<file path="config.mk">
export PLATFORM = sky130hd
export DESIGN_NAME = key_debounce
export DESIGN_NICKNAME = d
export VERILOG_FILES = /design/src/rtl/key_debounce.sv
export SDC_FILE = /design/constraint.sdc
export NUM_CORES = 1
export LEC_CHECK = 0
export ABC_AREA = 1
export CAP_MARGIN = 20
export CORE_MARGIN = 2
export CORE_UTILIZATION = 40
export DETAILED_ROUTE_END_ITERATION = 8
export PLACE_DENSITY = 0.63
export SETUP_SLACK_MARGIN = 0.02
export SYNTH_ARGS = -nofsm -noshare
export SYNTH_HDL_FRONTEND = slang
export SYNTH_SLANG_ARGS = --single-unit
</file>
<file path="constraint.sdc">
create_clock -name clk_clk -period 1.9 [get_ports clk_clk]
set_clock_uncertainty 0.1 [all_clocks]
set_input_delay 0.19 -clock clk_clk [delete_from_list [all_inputs] [get_ports clk_clk]]
set_output_delay 0.19 -clock clk_clk [all_outputs]
set_load 0.005 [all_outputs]
</file>
<file path="src/rtl/key_debounce.sv">
// Synchroniser + per-bit debouncer for board keys/switches, with one-cycle press/release pulses.
// Define KEY_DEBOUNCE_LONGPRESS_EN to build the per-key long-press detector driving key_long.
module key_debounce #(
    parameter int N_KEYS          = 2,
    parameter int N_SW            = 4,
    parameter int DEBOUNCE_CYCLES = 1000000,
    parameter int KEYS_ACTIVE_LOW = 1,
    parameter int LONG_CYCLES     = 50000000
) (
    input  logic              clk_clk,
    input  logic              reset_reset,
    input  logic [N_KEYS-1:0] keys_raw,
    input  logic [N_SW-1:0]   switches_raw,
    output logic [N_KEYS-1:0] keys_clean,
    output logic [N_SW-1:0]   switches_clean,
    output logic [N_KEYS-1:0] key_press,
    output logic [N_KEYS-1:0] key_release,
    output logic [N_KEYS-1:0] key_long
);

    localparam int NB = N_KEYS + N_SW;
    localparam int CW = $clog2(DEBOUNCE_CYCLES);
    localparam logic [CW-1:0] CNT_MAX = CW'(DEBOUNCE_CYCLES - 1);

    generate
        if (DEBOUNCE_CYCLES < 2 || LONG_CYCLES < 1) begin : g_bad_params
            $error("key_debounce: DEBOUNCE_CYCLES must be >= 2 and LONG_CYCLES >= 1");
        end
    endgenerate

    logic [N_KEYS-1:0] keys_norm;
    logic [NB-1:0]     raw_norm;

    // Keys are normalised to 1 = pressed before they enter the synchroniser.
    assign keys_norm = (KEYS_ACTIVE_LOW != 0) ? ~keys_raw : keys_raw;
    assign raw_norm  = {switches_raw, keys_norm};

    logic [NB-1:0]     s1_q;
    logic [NB-1:0]     s2_q;
    logic [NB-1:0]     st_q;
    logic [NB-1:0]     st_d;
    logic [CW-1:0]     cnt_q [NB];
    logic [CW-1:0]     cnt_d [NB];
    logic [N_KEYS-1:0] kprev_q;
    logic [N_KEYS-1:0] press_q;
    logic [N_KEYS-1:0] release_q;

    // Any sample equal to the stable level restarts the count from zero.
    always_comb begin
        st_d = st_q;
        for (int i = 0; i < NB; i++) begin
            cnt_d[i] = '0;
            if (s2_q[i] != st_q[i]) begin
                if (cnt_q[i] == CNT_MAX) begin
                    st_d[i] = s2_q[i];
                end else begin
                    cnt_d[i] = cnt_q[i] + 1'b1;
                end
            end
        end
    end

    always_ff @(posedge clk_clk) begin
        if (reset_reset) begin
            s1_q      <= '0;
            s2_q      <= '0;
            st_q      <= '0;
            cnt_q     <= '{default: '0};
            kprev_q   <= '0;
            press_q   <= '0;
            release_q <= '0;
        end else begin
            s1_q      <= raw_norm;
            s2_q      <= s1_q;
            st_q      <= st_d;
            cnt_q     <= cnt_d;
            kprev_q   <= st_q[N_KEYS-1:0];
            press_q   <= st_q[N_KEYS-1:0] & ~kprev_q;
            release_q <= ~st_q[N_KEYS-1:0] & kprev_q;
        end
    end

    assign keys_clean     = st_q[N_KEYS-1:0];
    assign switches_clean = st_q[NB-1:N_KEYS];
    assign key_press      = press_q;
    assign key_release    = release_q;

`ifdef KEY_DEBOUNCE_LONGPRESS_EN
    localparam int HW = $clog2(LONG_CYCLES + 1);
    localparam logic [HW-1:0] HOLD_MAX = HW'(LONG_CYCLES);

    logic [HW-1:0]     hold_q [N_KEYS];
    logic [HW-1:0]     hold_d [N_KEYS];
    logic [N_KEYS-1:0] fired_q;
    logic [N_KEYS-1:0] fired_d;
    logic [N_KEYS-1:0] long_q;
    logic [N_KEYS-1:0] long_d;

    // Hold counter saturates at HOLD_MAX; fired limits the pulse to one per press.
    always_comb begin
        fired_d = '0;
        long_d  = '0;
        for (int i = 0; i < N_KEYS; i++) begin
            hold_d[i] = '0;
            if (st_q[i]) begin
                hold_d[i]  = (hold_q[i] == HOLD_MAX) ? hold_q[i] : hold_q[i] + 1'b1;
                long_d[i]  = (hold_d[i] == HOLD_MAX) && !fired_q[i];
                fired_d[i] = fired_q[i] | long_d[i];
            end
        end
    end

    always_ff @(posedge clk_clk) begin
        if (reset_reset) begin
            hold_q  <= '{default: '0};
            fired_q <= '0;
            long_q  <= '0;
        end else begin
            hold_q  <= hold_d;
            fired_q <= fired_d;
            long_q  <= long_d;
        end
    end

    assign key_long = long_q;
`else
    assign key_long = '0;
`endif

endmodule

</file>
==> impl_metrics.yaml <==
status:
  status: "completed"
min_path:
  hp-class: "in -> reg"
  holdPathEnd: "s1_q[4]$_SDFF_PP0_"
  hold_depth: 3
  holdCritStartpoint: "switches_raw[2]"
timing:
  hold_viol_final: 0
  fin_crit_sh_pct: 89.57
  min_period_ns: 1.702
  drv_slew: 0
  final-setup-viol-count: 0
  fmax_mhz: 587.6
  rsz0062_at_grt: "no"
  final.setup.tns_ns: 0
worst_setup_path:
  endpoint_kind: "register"
  arrival_ns: 1.91
  path_max_fanout: 19
  rrSetupSlack_ns: 0.20
  startpoint_type: "register"
  rr_worst_depth: 8
  worst_ep_required_time_ns: 2.10
  path_class: "reg -> reg"
  reg2reg_to: "cnt_q[109]$_SDFF_PP0_"
  r2r_start: "cnt_q[100]$_SDFF_PP0_"
die:
  fp.dieW_um: 136.4
  rows: 48
  fp.dieH_um: 136.4
  core_area_mm2: 0.01724
  dieArea_mm2: 0.01861
  initial_core_util_pct: 40.68
  num_io_pins: 20
yosys:
  synthArstFlopShare_pct: 0
  synthDominantCellAreaShare_pct: 41.11
  synth-compound-area-share_pct: 6.049
  synth.mux.area_fraction_pct: 0
  postSynthCellCount: 1032
  yosysWarnings: 0
  synth_xor_area_share_pct: 6.620
  synth_top_family_by_area: "simple AND/OR/NAND/NOR gates"
  seq_area_frac_synth_pct: 41.11
  yosys_most_used_dff: "dfxtp_1"
  synth_edf_count: 0
  ys_seq_elements: 144
  yosys.area_share.simple_pct: 38.17
  yosys.area.top_type: "dfxtp_1"
  netlist_area_mm2: 0.007012
  synth_fa_ha_area_share_pct: 1.071
  synth_area_per_cell_um2: 6.794
  synth_cell_types: 33
  yosys-top-cells-area: "dfxtp_1 (41%), nand2_1 (14%), nor2_1 (13%)"
global_routing:
  grt_util_met2_pct: 25.82
  use_met1_pct: 22.37
  grt_overflow: 0
  grt_pass1_vias: 5556
  met3_usage_pct: 3.654
  grt_max_degree: 21
  antenna_found_initial: 0
  grt_util_all_layers_pct: 16.53
  busiest_layer: "met2"
  grt_pass1_wl_mm: 24.95
detailed_routing:
  first_pass_iters: 5
  via_per_inst: 4.644
  postRouteAntennaNets: 0
  wirelength_mm: 14.01
  wl_per_cell_um: 10.80
  drc: 0
  vias: 6028
  drtIter0Drc: 416
power:
  seqPwrFrac_pct: 46.3
  vdd_drop_max_mv: 0.5658
  power.density_mw_per_mm2: 813.3
  p_leak_nw: 2.540
  power.switching_w: 0.001296
  power_frac_comb_pct: 1.3
  pwr-share-clk_pct: 52.3
  p_sw_share_pct: 19.73
  p_int_w: 0.005274
clock_tree:
  htreeDepth: 4
  clockBufferDepth: 2
  cts_hold_buf: 0
  insertion_delay_ns: 0.43
  cts-buffers-inserted: 17
  clock_sinks: 144
  cts_tree: "done"
  post_cts_resized: 0
  cts-root-buf: "clkbuf_16"
  post_cts_buffers: 0
  clk_pin_slew_ns: 0.06
final_layout:
  drive_above_1_share_pct: 6.524
  fin_area_mm2: 0.008079
  antenna_cells: 0
  fin_util_pct: 46.87
  synthToLayoutAreaGrowth_pct: 15.22
  fin_nets: 1077
placed_design:
  numPortBuffers: 17
  dp_hpwl_mm: 10.34
  gp_congestion: 0.8516
  placed_cell_area_mm2: 0.007473
flow_run:
  cap_violations: 0
logic make-up (layout without fill, tap and decap cells):
logic type                 after synthesis  count (layout)
and+or+nand+nor                        632             632
DFF                                    144             144
buffers and inverters                  117             157
AOI/OAI and AO/OA                       79              79
xor gates and xnor gates                53              53
adders and majority gates                6               6
other                                    1               2
worst max-delay path, cell delays in order (launching register included):
cell     delay, ns
dfxtp_1       0.36
ha_1          0.23
nand3_2       0.12
nor2_4        0.13
inv_2         0.07
nor2_4        0.13
nand2_2       0.08
nand2_4       0.26
nor2_1        0.09
per-layer routing:
layer	up-vias	wire [um]
li1	3276	-
met1	2694	7295
met2	51	6214
met3	7	378
met4	0	124
met5	-	0
state kept, by name, indices dropped and copies added (netlist names):
| signal | cells |
|---|---|
| s2_q | 6 |
| cnt_q | 120 |
| key_press | 2 |
| key_release | 2 |
| kprev_q | 2 |
| s1_q | 6 |
| st_q | 6 |
final cells by class:
| cell class | instances | area, um^2 |
|---|---|---|
| clock buffer | 18 | 439.2 |
| clock inverter | 11 | 166.4 |
| fill | 1719 | 9158 |
| inverter | 101 | 379.1 |
| multi-input combinational | 772 | 3647 |
| sequential | 144 | 2883 |
| tap | 225 | 281.5 |
| timing repair buffer | 27 | 282.8 |
cell usage after synthesis (6+ instances only):
cell type / n
xor2_1: 34
nand2_1: 253
xnor2_1: 19
dfxtp_1: 144
nand4_1: 15
ha_1: 6
o21bai_1: 10
buf_2: 9
nand3b_1: 12
or2_0: 6
inv_1: 100
o21ai_0: 16
nor2_2: 11
nor2_1: 250
a21oi_1: 51
nand3_1: 61
or2_2: 6
metrics by stage:
stage | instances | power, W | hold slack (ns) | setup WS (ns)
after global placement | 1269 | 0.003199 | 0.2916 | 0.06630
after CTS | 1298 | 0.006643 | 0.1851 | 0.1740
final | 1298 | 0.006570 | 0.1941 | 0.1981
after floorplan | 1033 | 0.003166 | 0.1624 | 0.3788
after detailed placement | 1269 | 0.003200 | 0.2989 | 0.01232
after global routing | 1298 | 0.006801 | 0.1827 | 0.02548
how the worst max path moves through the flow:
stage                               start  cells after the start                    end  slack (ns)
floorplan           cnt_q[100]$_SDFF_PP0_                      9  cnt_q[117]$_SDFF_PP0_        0.38
global placement              reset_reset                      6   cnt_q[96]$_SDFF_PP0_        0.07
detailed placement            reset_reset                      6   cnt_q[93]$_SDFF_PP0_        0.01
CTS                 cnt_q[100]$_SDFF_PP0_                      8  cnt_q[109]$_SDFF_PP0_        0.17
global route         cnt_q[20]$_SDFF_PP0_                      7   cnt_q[34]$_SDFF_PP0_        0.03
finish              cnt_q[100]$_SDFF_PP0_                      8  cnt_q[109]$_SDFF_PP0_        0.20
cell usage in the layout, fill, tap and decap left out, drive strengths merged:
cell / netlist / layout
a21oi: 52 / 52
buf: 14 / 10
bufinv: 0 / 4
clkbuf: 2 / 18
clkdlybuf4s50: 0 / 17
clkinv: 0 / 7
conb: 1 / 2
dfxtp: 144 / 144
ha: 6 / 6
inv: 101 / 101
nand2: 256 / 256
nand3: 65 / 65
nand3b: 12 / 12
nand4: 15 / 15
nor2: 266 / 266
nor2b: 1 / 1
nor3: 3 / 3
nor3b: 1 / 1
o21ai: 17 / 17
o21bai: 10 / 10
or2: 13 / 13
xnor2: 19 / 19
xor2: 34 / 34
power by group through the flow:
| stage | sequential, W | clock (W) | combinational (W) |
|---|---|---|---|
| 2_1_floorplan | 0.00311 | 0 | 0.0000578 |
| 3_3_place_gp | 0.00311 | 0 | 0.0000898 |
| 3_5_place_dp | 0.00311 | 0 | 0.0000904 |
| 4_1_cts | 0.00304 | 0.00351 | 0.0000908 |
| 5_1_grt | 0.00304 | 0.00366 | 0.000100 |
| 6_report | 0.00304 | 0.00344 | 0.0000886 |
Note: power is estimated with default switching activity, not from simulation.
